File: config.mk
export PLATFORM = sky130hd
export DESIGN_NAME = root_up_collector
export DESIGN_NICKNAME = d
export VERILOG_FILES = /design/src/rtl/root_up_collector_pkg.sv /design/src/rtl/root_up_collector_rr_priority_pick.sv /design/src/rtl/root_up_collector.sv
export SDC_FILE = /design/constraint.sdc
export NUM_CORES = 1
export LEC_CHECK = 0
export BUFFER_PORTS_ARGS = -buffer_cell sky130_fd_sc_hd__buf_2
export CAP_MARGIN = 20
export CORE_ASPECT_RATIO = 0.9
export CORE_MARGIN = 1
export CORE_UTILIZATION = 49
export DETAILED_ROUTE_END_ITERATION = 12
export MAX_ROUTING_LAYER = met4
export PLACE_DENSITY_LB_ADDON = 0.12
export SYNTH_ARGS = -nofsm -noshare
export SYNTH_HDL_FRONTEND = slang
export SYNTH_SLANG_ARGS = --single-unit
File: constraint.sdc
create_clock -name clk -period 4.4 [get_ports clk]
set_clock_uncertainty 0.1 [all_clocks]
set_input_delay 0 -clock clk [delete_from_list [all_inputs] [get_ports clk]]
set_output_delay 0 -clock clk [all_outputs]
set_load 0.02 [all_outputs]
File: src/rtl/root_up_collector_pkg.sv
// root_up_collector_pkg: shared flit constants and arbiter state type for the upstream collector.
package root_up_collector_pkg;
    localparam int FLIT_W = 64;
    localparam int FLIT_LAST_BIT = 63;
    typedef enum logic {IDLE, LOCKED} arb_state_t;
endpackage

File: src/rtl/root_up_collector_rr_priority_pick.sv
// rr_priority_pick: first set request at or after start, wrapping, as a leaf index.
module rr_priority_pick #(
    parameter int N = 4,
    parameter int W = 4
) (
    input  logic [N-1:0] req,
    input  logic [W-1:0] start,
    output logic [W-1:0] grant,
    output logic         any_req
);
    logic [2*N-1:0] rot;
    logic [W:0]     sum;
    always_comb begin
        rot = {req, req} >> start;
        sum = '0;
        for (int k = N - 1; k >= 0; k--)
            if (rot[k]) sum = {1'b0, start} + (W+1)'(k);
        grant = W'(sum >= (W+1)'(N) ? sum - (W+1)'(N) : sum);
        any_req = |req;
    end
endmodule

File: src/rtl/root_up_collector.sv
// root_up_collector: round-robin merge of leaf upstream links into one tagged stream,
// holding a leaf's grant until its LAST flit so messages never interleave.
module root_up_collector
    import root_up_collector_pkg::*;
#(
    parameter int NUM_LEAVES = 4,
    parameter int LEAF_ID_W = 4
) (
    input  logic                         clk,
    input  logic                         reset,
    input  logic [FLIT_W*NUM_LEAVES-1:0] up_rx_data,
    input  logic [NUM_LEAVES-1:0]        up_rx_valid,
    output logic [NUM_LEAVES-1:0]        up_rx_ready,
    output logic [FLIT_W-1:0]            out_data,
    output logic [LEAF_ID_W-1:0]         out_leaf,
    output logic                         out_valid,
    input  logic                         out_ready,
    output logic                         busy
);
    arb_state_t                   state, state_n;
    logic [LEAF_ID_W-1:0]         rr_ptr, rr_ptr_n, lock_leaf, lock_leaf_n, gnt;
    logic [NUM_LEAVES-1:0]        full, req, drain;
    logic [FLIT_W*NUM_LEAVES-1:0] skid_flat;
    logic [FLIT_W-1:0]            gnt_data;
    logic                         any_req, load_out, grant_v;

    assign load_out = !out_valid || out_ready;
    assign grant_v  = load_out && any_req;
    assign busy     = |full || out_valid || state == LOCKED;

    // While locked only the owning leaf may request, so the search start is moot.
    assign req = state == LOCKED ? full & (NUM_LEAVES'(1) << lock_leaf) : full;

    rr_priority_pick #(.N(NUM_LEAVES), .W(LEAF_ID_W)) u_pick (
        .req    (req),
        .start  (rr_ptr),
        .grant  (gnt),
        .any_req(any_req)
    );

    for (genvar i = 0; i < NUM_LEAVES; i++) begin : g_skid
        logic              full_q;
        logic [FLIT_W-1:0] data_q;
        assign drain[i]                      = grant_v && gnt == LEAF_ID_W'(i);
        assign up_rx_ready[i]                = !full_q || drain[i];
        assign full[i]                       = full_q;
        assign skid_flat[i*FLIT_W +: FLIT_W] = data_q;
        // A draining entry refills in the same cycle so one leaf can stream at full rate.
        always_ff @(posedge clk or negedge reset) begin
            if (!reset) begin
                full_q <= 1'b0;
                data_q <= '0;
            end else if (up_rx_valid[i] && up_rx_ready[i]) begin
                full_q <= 1'b1;
                data_q <= up_rx_data[i*FLIT_W +: FLIT_W];
            end else if (drain[i]) begin
                full_q <= 1'b0;
            end
        end
    end

    always_comb begin
        gnt_data = '0;
        for (int i = 0; i < NUM_LEAVES; i++)
            if (gnt == LEAF_ID_W'(i)) gnt_data = skid_flat[i*FLIT_W +: FLIT_W];
    end

    always_comb begin
        state_n     = state;
        lock_leaf_n = lock_leaf;
        rr_ptr_n    = rr_ptr;
        if (grant_v) begin
            state_n     = gnt_data[FLIT_LAST_BIT] ? IDLE : LOCKED;
            lock_leaf_n = gnt;
            if (state == IDLE)
                rr_ptr_n = gnt == LEAF_ID_W'(NUM_LEAVES - 1) ? '0 : gnt + 1'b1;
        end
    end

    always_ff @(posedge clk or negedge reset) begin
        if (!reset) begin
            state     <= IDLE;
            lock_leaf <= '0;
            rr_ptr    <= '0;
            out_valid <= 1'b0;
            out_data  <= '0;
            out_leaf  <= '0;
        end else begin
            state     <= state_n;
            lock_leaf <= lock_leaf_n;
            rr_ptr    <= rr_ptr_n;
            if (load_out) out_valid <= grant_v;
            if (grant_v) begin
                out_data <= gnt_data;
                out_leaf <= gnt;
            end
        end
    end
endmodule

==> key figures <==
Outcome
  • Status: complete, no violations

Routing
  • DR pass1 iterations: 5
  • Vias: 13000
  • ANT nets after route: 0
  • DR DRC count: 0
  • Via/cell ratio: 5.56
  • Wire length per cell: a little over 20 um
  • DRT Wirelength: 47800 um
  • DRT iter0 DRCs: approximately 800

Synth
  • Synth top area cells: dfrtp_1, mux2_1, mux2_2, nand2_1, o211ai_1
  • Synthesized area per cell: 11.7 sq um
  • Most frequent cell after synthesis: dfrtp_1
  • Sequential area share after synthesis: between 50% and 60%
  • Cell taking the most area after synthesis: dfrtp_1
  • EDFF count, synth: 0
  • Mapped Area: 0.0151 sq mm
  • Synth unique cells: 53
  • Yosys reg bits: approximately 330
  • Syn_nets: 1564
  • Primary FF master, synth: dfrtp_1
  • Yosys Warn Count: 0
  • Synth cell count leaders: dfrtp_1, nand2_1, mux2_1
  • Post-Synthesis Cells: around 1300
  • Post-synth ARST share: between 90% and 100%
  • Synth top area share: 55.4%

Placement
  • Final GP Congestion: 0.939
  • PortBufs: 336
  • DP HPWL: between 20000 and 30000 um
  • Placed Area: about 0.018 sq mm

Pwr
  • Psw: 0.00857 W
  • Leakage: 9.82 nW
  • Clock power share: 15.9%
  • Peak supply drop: roughly 0.79 mV
  • Total Power: 0.0198 W
  • Switching share of power: 43.3%
  • Power Dens Cells: 914 mW/mm^2
  • Combinational Power Share: a little under three fifths
  • Sequential Power Share: between 20% and 30%
  • Cell Int Power: 0.0112 W

Cells and area
  • Area Growth Syn to Fin: 43.6%
  • Final core occ: 72.0%
  • Nets: 2174
  • Layout cell share with drive strength beyond 1: 30.3%
  • Fill count: 2148
  • Fin area: 0.0217 sq mm

Floorplanning
  • Initial core utilization: 50.1%
  • DIE AREA: approximately 0.032 sq mm
  • Die width: 187 um
  • Io pins: 337
  • Core area: 0.0301 sq mm
  • DIE HEIGHT: between 150 and 200 um
  • Row cnt: 60

Global routing
  • Global-route wire length before repair: 74800 um
  • Overflow after GRT: 0
  • Largest net degree at the start of global routing: about 140
  • GRT Total Usage: 31.3%
  • Via count of the first global-routing pass: 13500
  • Antenna violations before repair: 5

Critical path
  • CP required: between 4 and 5 ns
  • CP Launch Type: register
  • Critical Path AT: 4.58 ns
  • Critical Path Fanout Max: 36
  • CP Capture Type: register
  • Crit Path Class: register to register

STA
  • Max Fclk: 234 MHz
  • Setup TNS Final: 0 ns
  • Relative slew margins: 48.6%
  • Final setup fails: 0
  • RSZ-0062 raised after global routing: no
  • Final hold viol count: 0
  • Tcrit/Tclk final: 97.3%
  • Slew Limit Fails: 0
  • Worst Tran Pin Value: roughly 0.77 ns
  • Min Tclk post-route: 4.28 ns

Clock tree
  • Inserted Clock Buffers: 37
  • Htree depth: 2
  • Root buf cell: clkbuf_16
  • CTS Buffer Depth: 3
  • Clock latency on the worst-skew pair: 0.52 ns
  • CTS tree: built
  • Clock sink total: 334
  • Clock Pin Slew Worst Setup and Hold Paths: 0.06 ns

Min path
  • HP Class: input port to register

Job
  • Maxcap violations: 0
==> final timing paths <==
kind / startpoint / to / slack, ns / depth (start not counted)
worst min-delay path: up_rx_data[217] / g_skid[3].data_q[25] / 0.12 / 3
worst max-delay path: lock_leaf[1] / g_skid[2].data_q[45] / 0.12 / 12
worst min register to register: out_data[31] / out_data[31] / 0.37 / 2
min in group asynchronous: reset / g_skid[2].data_q[45] / 0.33 / 3
worst max register to register: lock_leaf[1] / g_skid[2].data_q[45] / 0.12 / 12
max in group asynchronous: reset / out_data[20] / 2.92 / 4
==> cells by family (layout without fill, tap and decap cells) <==
kind of cell               Yosys count  in the layout  share of synthesized area [%]
adders and majority gates            9              9                          0.746
buffers and inverters              107            741                           3.29
and+or+nand+nor                    255            255                           6.81
AOI/OAI and AO/OA                  330            330                           14.6
muxes                              256            256                           19.1
xor gates and xnor gates             1              1                         0.0580
other                                0              6                              0
DFF                                334            334                           55.4
==> placed cells by master (no fill, tap or decap), drive strengths merged, types with 6 or more instances in the layout <==
cell         count
nand2          217
a21oi           75
nor2            15
buf            401
diode            6
clkbuf          50
o31ai           67
inv             17
dlygate4sd3    263
clkinv           6
o21ai           76
mux2           256
dfrtp          334
o211ai          69
ha               9
==> worst max-delay path, stage by stage, from the launching register on <==
cell and delay [ns]:
dfrtp_1 0.42, o41a_1 0.47, or4_4 0.46, a31o_2 0.27
or2_4 0.26, o211ai_1 0.18, a22oi_1 0.12, ha_2 0.24
a221o_2 0.40, buf_4 0.19, o31ai_4 0.35, buf_12 0.30
mux2_1 0.37
==> timing repair <==
item	CTS	global route
endpoints found under the hold margin	342	0
gates resized for setup	7	21
gates cloned	0	1
pin swaps	3	6
endpoints found under the setup margin	4	291
hold buffers	264	0
setup buffers	9	4
==> area by class of cell <==
type | count | area [sq um] | area share, %
well taps | 403 | 504 | 2.33
multi-input cells | 851 | 6360 | 29.3
inverters | 13 | 48.8 | 0.225
flip-flops and latches | 334 | 8360 | 38.6
clock inverters | 14 | 174 | 0.803
clock buffers | 49 | 1060 | 4.90
repair buffers | 665 | 5150 | 23.8
diodes | 6 | 15.0 | 0.0693
==> per-layer routing <==
metal  wire [um]  global-route usage (%)
met3        3060                    5.78
met2       23000                    50.2
met1       20300                    40.1
met4        1400                    10.6
met5           0                       -
==> through the flow <==
stage / cells / hold slack [ns] / worst slack (ns)
floorplan: 1292 / -0.396 / 0.0306
global placement: 1988 / -0.0803 / 0.0987
detailed placement: 1988 / -0.0792 / 0.0371
CTS: 2324 / 0.0989 / 0.0187
global route: 2334 / 0.126 / 0.0118
finish: 2335 / 0.124 / 0.118
==> flip-flops by register name, indices dropped and copies added (netlist names) <==
register,cells
g_skid.data_q,256
g_skid.full_q,4
lock_leaf,4
out_data,64
out_valid,1
rr_ptr,4
state,1
==> power groups by stage <==
stage          combinational (W)  clock (W)  sequential (W)
6_report                  0.0113    0.00316         0.00533
3_3_place_gp              0.0103          0         0.00528
4_1_cts                   0.0108    0.00320         0.00530
5_1_grt                   0.0123    0.00334         0.00551
2_1_floorplan            0.00699          0         0.00535
3_5_place_dp              0.0104          0         0.00534
No activity file was read; power rests on OpenSTA's default activity.
